<file path="src/rtl/tmds_pkg.sv">
// tmds_pkg: shared TMDS symbol type, control tokens and helpers for encoder/decoder
package tmds_pkg;
  typedef logic [9:0] tmds_sym_t;
  localparam tmds_sym_t TMDS_CTRL_00 = 10'h354;
  localparam tmds_sym_t TMDS_CTRL_01 = 10'h0AB;
  localparam tmds_sym_t TMDS_CTRL_10 = 10'h154;
  localparam tmds_sym_t TMDS_CTRL_11 = 10'h2AB;
  function automatic logic [3:0] popcount8(input logic [7:0] v);
    logic [3:0] n;
    n = '0;
    for (int i = 0; i < 8; i++) n += {3'b000, v[i]};
    return n;
  endfunction
  function automatic tmds_sym_t ctrl_token(input logic [1:0] c);
    return c == 2'b00 ? TMDS_CTRL_00 : c == 2'b01 ? TMDS_CTRL_01 :
           c == 2'b10 ? TMDS_CTRL_10 : TMDS_CTRL_11;
  endfunction
endpackage

</file>
<file path="src/rtl/tmds_encoder.sv">
// tmds_encoder: two-stage DVI 8b/10b TMDS channel encoder with running-disparity control
// Ports: clk pixel clock; rst_n sync active-low reset; de_i data enable;
//        data_i pixel byte (de_i=1); c_i control bits {c1,c0} (de_i=0); q_o 10-bit symbol, LSB first
module tmds_encoder
  import tmds_pkg::*;
#(
  parameter int CNT_W = 5
) (
  input  logic      clk,
  input  logic      rst_n,
  input  logic      de_i,
  input  logic [7:0] data_i,
  input  logic [1:0] c_i,
  output tmds_sym_t q_o
);
  logic [7:0] px;
  logic [3:0] n1d, n1_qm_d, n1_qm_q;
  logic use_xnor;
  logic [8:0] qm_d, qm_q;
  logic de_q;
  logic [1:0] c_q;
  tmds_sym_t q_d, q_q;
  logic signed [CNT_W-1:0] cnt_d, cnt_q, n1_s, bal;
  logic q8, keep, inv;
  // prefix parity of the input; the XNOR chain equals it with odd bits inverted
  for (genvar k = 0; k < 8; k++) begin : g_px
    assign px[k] = ^data_i[k:0];
  end
  assign n1d      = popcount8(data_i);
  assign use_xnor = n1d > 4'd4 || (n1d == 4'd4 && !data_i[0]);
  assign qm_d     = {~use_xnor, px ^ (use_xnor ? 8'hAA : 8'h00)};
  assign n1_qm_d  = popcount8(qm_d[7:0]);
  // bal = n1 - n0 = 2*n1 - 8
  assign n1_s = CNT_W'(n1_qm_q);
  assign bal  = (n1_s <<< 1) - CNT_W'(8);
  assign q8   = qm_q[8];
  assign keep = cnt_q == '0 || bal == '0;
  assign inv  = (cnt_q > 0 && bal > 0) || (cnt_q < 0 && bal < 0);
  always_comb begin
    q_d   = !de_q ? ctrl_token(c_q) :
            keep  ? {~q8, q8, q8 ? qm_q[7:0] : ~qm_q[7:0]} :
            inv   ? {1'b1, q8, ~qm_q[7:0]} : {1'b0, q8, qm_q[7:0]};
    cnt_d = !de_q ? '0 :
            keep  ? (q8 ? cnt_q + bal : cnt_q - bal) :
            inv   ? cnt_q + (q8 ? CNT_W'(2) : '0) - bal :
                    cnt_q - (q8 ? '0 : CNT_W'(2)) + bal;
  end
  always_ff @(posedge clk) begin
    if (!rst_n) begin
      qm_q    <= '0;
      n1_qm_q <= '0;
      de_q    <= 1'b0;
      c_q     <= 2'b00;
      q_q     <= TMDS_CTRL_00;
      cnt_q   <= '0;
    end else begin
      qm_q    <= qm_d;
      n1_qm_q <= n1_qm_d;
      de_q    <= de_i;
      c_q     <= c_i;
      q_q     <= q_d;
      cnt_q   <= cnt_d;
    end
  end
  assign q_o = q_q;
endmodule
</file>
<file path="config.mk">
export PLATFORM = sky130hd
export DESIGN_NAME = tmds_encoder
export DESIGN_NICKNAME = d
export VERILOG_FILES = /design/src/rtl/tmds_pkg.sv /design/src/rtl/tmds_encoder.sv
export SDC_FILE = /design/constraint.sdc
export NUM_CORES = 1
export LEC_CHECK = 0
export ABC_AREA = 1
export CELL_PAD_IN_SITES_DETAIL_PLACEMENT = 0
export CELL_PAD_IN_SITES_GLOBAL_PLACEMENT = 1
export CORE_MARGIN = 2
export CORE_UTILIZATION = 40
export CTS_BUF_LIST = sky130_fd_sc_hd__clkbuf_2 sky130_fd_sc_hd__clkbuf_4 sky130_fd_sc_hd__clkbuf_8
export CTS_CLUSTER_SIZE = 20
export DETAILED_ROUTE_END_ITERATION = 8
export GPL_TIMING_DRIVEN = 0
export PLACE_DENSITY = 0.77
export SETUP_SLACK_MARGIN = 0.15
export SLEW_MARGIN = 40
export SYNTH_ARGS = -nofsm -noshare
export SYNTH_HDL_FRONTEND = slang
export SYNTH_SLANG_ARGS = --single-unit
</file>
<file path="constraint.sdc">
create_clock -name clk -period 5.7 [get_ports clk]
set_input_delay 0.855 -clock clk [delete_from_list [all_inputs] [get_ports clk]]
set_output_delay 0.855 -clock clk [all_outputs]
set_load 0.05 [all_outputs]
</file>
# Yosys cells after proc, flatten, opt, wreduce, memory -nomap -nowiden
# Cells that the tools add are included.
dict set report totals {
  reg_bits 31
  output_inout_bits 10
}
dict set report classes {
  addsub 21
  order_cmp 5
  n_eq_ne 3
  mux 13
  n_bitwise 4
  reduce_logical 18
}
# op count
set ops {}
lappend ops {{$mux W10} 6}
lappend ops {{$add A4 B1 Y4} 8}
lappend ops {{$mux W8} 2}
lappend ops {{$mux W5} 3}
lappend ops {{$add A5 B5 Y5} 2}
lappend ops {{$gt A5 B1 Y1 const B} 2}
lappend ops {{$logic_not A5 Y1} 2}
lappend ops {{$lt A5 B1 Y1 const B} 2}
lappend ops {{$sub A5 B5 Y5} 2}
lappend ops {{$add A3 B1 Y4} 2}
lappend ops {{$not A8 Y8} 1}
lappend ops {{$reduce_xor A8 Y1} 1}
lappend ops {{$xor A8 B8 Y8} 1}
lappend ops {{$reduce_xor A7 Y1} 1}
lappend ops {{$add A2 B1 Y3} 2}
lappend ops {{$reduce_xor A6 Y1} 1}
lappend ops {{$add A5 B2 Y5} 1}
lappend ops {{$reduce_xor A5 Y1} 1}
lappend ops {{$sub A5 B2 Y5} 1}
lappend ops {{$sub A5 B5 Y5 const B} 1}
lappend ops {{$add A1 B1 Y2} 2}
lappend ops {{$eq A4 B3 Y1 const B} 1}
lappend ops {{$gt A4 B3 Y1 const B} 1}
lappend ops {{$mux W2} 2}
lappend ops {{11 further kinds} 16}

# Logic depth before layout (Yosys ltp)
dict set report depth {
  depth_word 19
  depth_mapped 21
  mapped_depth_nobuf 21
}

# Worst setup path after synthesis
# OpenSTA, ideal clock, no wires.
dict set report synth_timing {
  path_kind {input port to flip-flop}
  start {input data_i[0]}
  end {register n1_qm_q[2]}
  setup_ns 0.130
  arrival_ns 5.353
  required_time_ns 5.570
  slack_ns 0.217
  stages 18
  path_cell_list {inv_1 -> fa_1 -> fa_1 -> fa_1 -> inv_1 -> ha_1 -> fa_1 -> o31ai_1 -> nand2_1 -> xor2_1 -> fa_1 -> fa_1 -> inv_1 -> ha_1 -> inv_1 -> fa_1 -> xor2_1 -> nor2_1}
}
dict set report synth_between {
  elab_chain_cells 19
  elab_cells_between_ends 28
  cone_classes {14 x add/sub; 1 x order compare; 1 x eq/ne; 1 x mux; 1 x bitwise; 10 x reduce/logical}
}
# element line_no
set synth_rtl {}
lappend synth_rtl {{start, declared} tmds_encoder.sv:12} ;# input logic [7:0] data_i,
lappend synth_rtl {{branches (longest 11 deep; another with $add A3 B1 Y4)} n/a}
lappend synth_rtl {{$xor A8 B8 Y8 (*)} tmds_encoder.sv:31} ;# assign qm_d = {~use_xnor, px ^ (use_xnor ? 8'hAA : 8'h00)};
lappend synth_rtl {{$add A1 B1 Y2} tmds_pkg.sv:11} ;# for (int i = 0; i < 8; i++) n += {3'b000, v[i]};
lappend synth_rtl {{$add A2 B1 Y3} tmds_pkg.sv:11}
lappend synth_rtl {{$add A3 B1 Y4} tmds_pkg.sv:11}
lappend synth_rtl {{$add A4 B1 Y4 (3 in a row)} tmds_pkg.sv:11}
lappend synth_rtl {{$add A4 B1 Y4 (*)} tmds_pkg.sv:11}
lappend synth_rtl {{end signal, assigned} tmds_encoder.sv:58} ;# n1_qm_q <= n1_qm_d;
lappend synth_rtl {{end, declared} tmds_encoder.sv:17} ;# logic [3:0] n1d, n1_qm_d, n1_qm_q;
# Every way passes the cells marked *.
# A chain may end at the register's enable or synchronous reset.

# Worst setup path in the final report
dict set report layout_timing {
  start {input data_i[1]}
  end {register n1_qm_q[1]}
}
# The elaborated chain is that of the path after synthesis.

==> impl_metrics.csv <==
group,metric,value,unit
floorplanning,io_pins,23,
floorplanning,rows,27,
pwr,p_total,1.41,mW
global_routing,grt_use_met1,18.3,%
clocking,clkSinkCount,30,
logic_synthesis,synth_top_area_share,26.7,%
timing,setup_slack,0.313,ns
logic_synthesis,ys_top_cells_by_area,"dfxtp_1 (27%), ha_1 (13%), fa_1 (12%)",
timing,slew_violations,0,
drt,drc,0,
setup_path,cp-startpoint,"data_i[1]",
global_routing,grt-busiest-layer,"met2",
pwr,p_leak,1.39,nW
cells_and_area,drive_above_1_share,18.4,%
logic_synthesis,synth_cells,286,
drt,vias,1731,
timing,fin_crit,5.39,ns
min_path,min_path_type,"reg2reg",
setup_path,crit_end,"n1_qm_q[1]$_SDFF_PN0_",
clocking,cts_root_buffer,"clkbuf_8",
drt,viasPerCell,4.42,
setup_path,cp.required,5.85,ns
drt,wl,4.03,mm
pwr,power_density,517,mW/mm^2
floorplanning,initial_core_util,41.2,%
cells_and_area,fill_cells,557,
run,cap_viol_max_count,0,
floorplanning,core-area,0.00547,mm^2
logic_synthesis,synth.largest_area_cell,"dfxtp_1",
global_routing,use_met3,2.39,%
logic_synthesis,postSynthRegisterBits,30,
logic_synthesis,synth_most_common_cell,"inv_1",
placed_design,port-buffer-count,21,
placed_design,dp_hpwl,3.35,mm
clocking,clock_latency,0.28,ns
timing,finClkSkew,0.00596,ns
setup_path,arrival,5.53,ns
global_routing,grt_max_degree,11,
setup_path,setup.worst_path.start_class,"primary input",
global_routing,met2_usage,24.0,%
placed_design,gp_congestion,0.769,
cells_and_area,layout.nets,369,
setup_path,reg2reg_from,"qm_q[8]$_SDFF_PN0_",
floorplanning,die_h,79.0,um
logic_synthesis,syn_area,0.00225,mm^2
timing,setup_viol,0,
logic_synthesis,synthTopCellsByCount,"inv_1 (54), nand2_1 (48), dfxtp_1 (30), nand3_1 (27), ha_1 (24)",
logic_synthesis,synth_fp_nets,336,
logic_synthesis,yosysWarnings,0,
clocking,path_clk_slew,0.06,ns
cells_and_area,fin_cells,392,
global_routing,grt_pass1_vias,1639,
placed_design,dp_slack,-0.800,ns
cells_and_area,diodes,0,
timing,fmax,186,MHz
cells_and_area,regArea,601,um^2
logic_synthesis,ys_seq_area_share,26.7,%
timing,relSlewSlack,67.2,%
setup_path,r2r-end,"cnt_q[3]$_SDFF_PN0_",
setup_path,crit_type,"in2reg",
clocking,numCtsBuffers,5,
placed_design,dp_cells,379,
setup_path,crit_path_max_fanout,6,
global_routing,grt_pass1_wl,7.00,mm
clocking,hold_buffers,0,
placed_design,dpl_cell_area,0.00255,mm^2
timing,finalCritPeriodShare,94.5,%
logic_synthesis,synth_edf_count,0,
cells_and_area,stdcell_area,0.00273,mm^2
setup_path,r2r_slack,3.45,ns
cells_and_area,multi_input_area,0.00146,mm^2
drt,drtPass1Iterations,4,
setup_path,setup.worst_path.end_class,"register",
cells_and_area,area_growth,21.4,%
setup_path,reg2reg_depth,7,
floorplanning,die_area,0.00625,mm^2
global_routing,overflow,0,
drt,drt.antenna.violating_nets,0,
global_routing,grt_usage,14.1,%
logic_synthesis,avgSynthCellArea,7.87,um^2
clocking,tritoncts,"yes",
run_status,status,"completed",
timing,rsz0062_at_grt,"false",
logic_synthesis,synthArstFlopShare,0,%
floorplanning,die_w,79.0,um
logic_synthesis,yosysUniqueCellTypes,27,
clocking,clockBufferDepth,2,
drt,drt_iter0_drc,47,
cells_and_area,fin_util,50.0,%
timing,tightest_slew,0.491,ns
drt,wl_per_cell,10.3,um
logic_synthesis,yosys_most_used_dff,"dfxtp_1",
pwr,ir_drop,0.000229,V
clocking,htreeDepth,2,
global_routing,antenna_found_initial,0,
timing,finalHoldViolCount,0,
==> cell usage in the layout (no fill, tap or decap), types with 2 or more instances in the layout <==
cell type	Yosys	routed
dfxtp_1	30	30
clkinv_2	0	2
nand3_1	27	26
nand3_2	3	4
nor2_1	16	16
buf_4	0	5
inv_2	4	10
nand2_4	4	4
buf_1	2	2
xnor2_1	7	7
xor2_2	1	2
xor2_1	8	7
clkdlybuf4s50_1	0	18
nand2_2	11	12
fa_1	13	11
o211ai_1	2	2
a21oi_1	12	12
ha_1	24	22
or2_1	4	4
fa_2	0	2
buf_2	1	3
o21ai_0	5	5
clkbuf_8	0	5
inv_1	54	48
nand2_1	48	47
nor2_2	3	3
==> layer usage <==
metal / part of all wire (%) / routed length, um / vias up
met1: 50 / 2030 / 754
met4: 1.3 / 51 / 0
met3: 2.4 / 98 / 4
met2: 46 / 1850 / 26
li1: - / - / 947
met5: 0 / 0 / -
==> flip-flops by register name, summed over array words and instances (netlist names) <==
name / cells
c_q: 2
cnt_q: 4
de_q: 1
n1_qm_q: 4
q_o: 10
qm_q: 9
==> report_power, final <==
| group | internal, mW | leakage [nW] | switching, mW |
|---|---|---|---|
| Sequential | 0.255 | 0.249 | 0.0266 |
| Clock | 0.128 | 0.0579 | 0.0758 |
| Combinational | 0.390 | 1.08 | 0.536 |
| Total | 0.774 | 1.39 | 0.639 |
==> kinds of logic (layout without fill, tap and decap cells) <==
group / count (synthesis) / count (layout) / share of synthesized area [%]
adder cells (fa/ha/maj): 37 / 37 / 24.9
flip-flops: 30 / 30 / 26.7
AO/OA/AOI/OAI: 23 / 23 / 5.83
buffers and inverters: 62 / 96 / 10.5
AND/OR/NAND/NOR: 118 / 118 / 25.6
XOR/XNOR: 16 / 16 / 6.56
==> timing repair <==
item	4_1_cts	5_1_grt
endpoints found under the hold margin	0	0
pin swaps	11	11
resized for setup	26	4
buffers inserted	3	2
setup endpoints to repair	4	2
cloned	0	0
==> worst max-delay path, stage by stage <==
cell and delay (ns):
buf_2 0.10, inv_2 0.04, fa_1 0.57, fa_1 0.44, fa_1 0.51, inv_2 0.04, ha_4 0.15, fa_2 0.33
xor2_1 0.19, o31ai_2 0.10, nand2_2 0.18, inv_2 0.05, nand2_1 0.08, nand2_2 0.07, fa_1 0.50, fa_1 0.50
inv_1 0.07, ha_2 0.18, inv_2 0.04, fa_2 0.51, nor2_1 0.05
==> cell type report <==
type,instances,area share (%)
multi-input combinational,194,53.2
clock inverter,3,1.46
buffer,3,0.458
timing repair buffer,26,8.88
inverter,59,8.19
clock buffer,5,2.52
sequential,30,22.0
tap,72,3.30
==> how the worst min path moves through the flow <==
stage,start,endpoint,slack [ns],depth (start not counted)
5_1_grt,de_q$_SDFF_PN0_,q_o[8]$_SDFF_PN1_,0.55,2
4_1_cts,qm_q[2]$_SDFF_PN0_,q_o[2]$_SDFF_PN1_,0.54,3
2_1_floorplan,de_q$_SDFF_PN0_,q_o[8]$_SDFF_PN1_,0.48,2
3_5_place_dp,qm_q[2]$_SDFF_PN0_,q_o[2]$_SDFF_PN1_,0.52,3
3_3_place_gp,de_q$_SDFF_PN0_,q_o[8]$_SDFF_PN1_,0.52,2
6_report,de_q$_SDFF_PN0_,q_o[8]$_SDFF_PN1_,0.53,2
==> per-stage QoR <==
step / TNS [ns] / hold WS, ns
6_report: 0 / 0.531
5_1_grt: 0 / 0.554
4_1_cts: 0 / 0.537
3_5_place_dp: -2.47 / 0.522
3_3_place_gp: -2.03 / 0.522
2_1_floorplan: 0 / 0.475
Power figures use the tool's default switching activity.
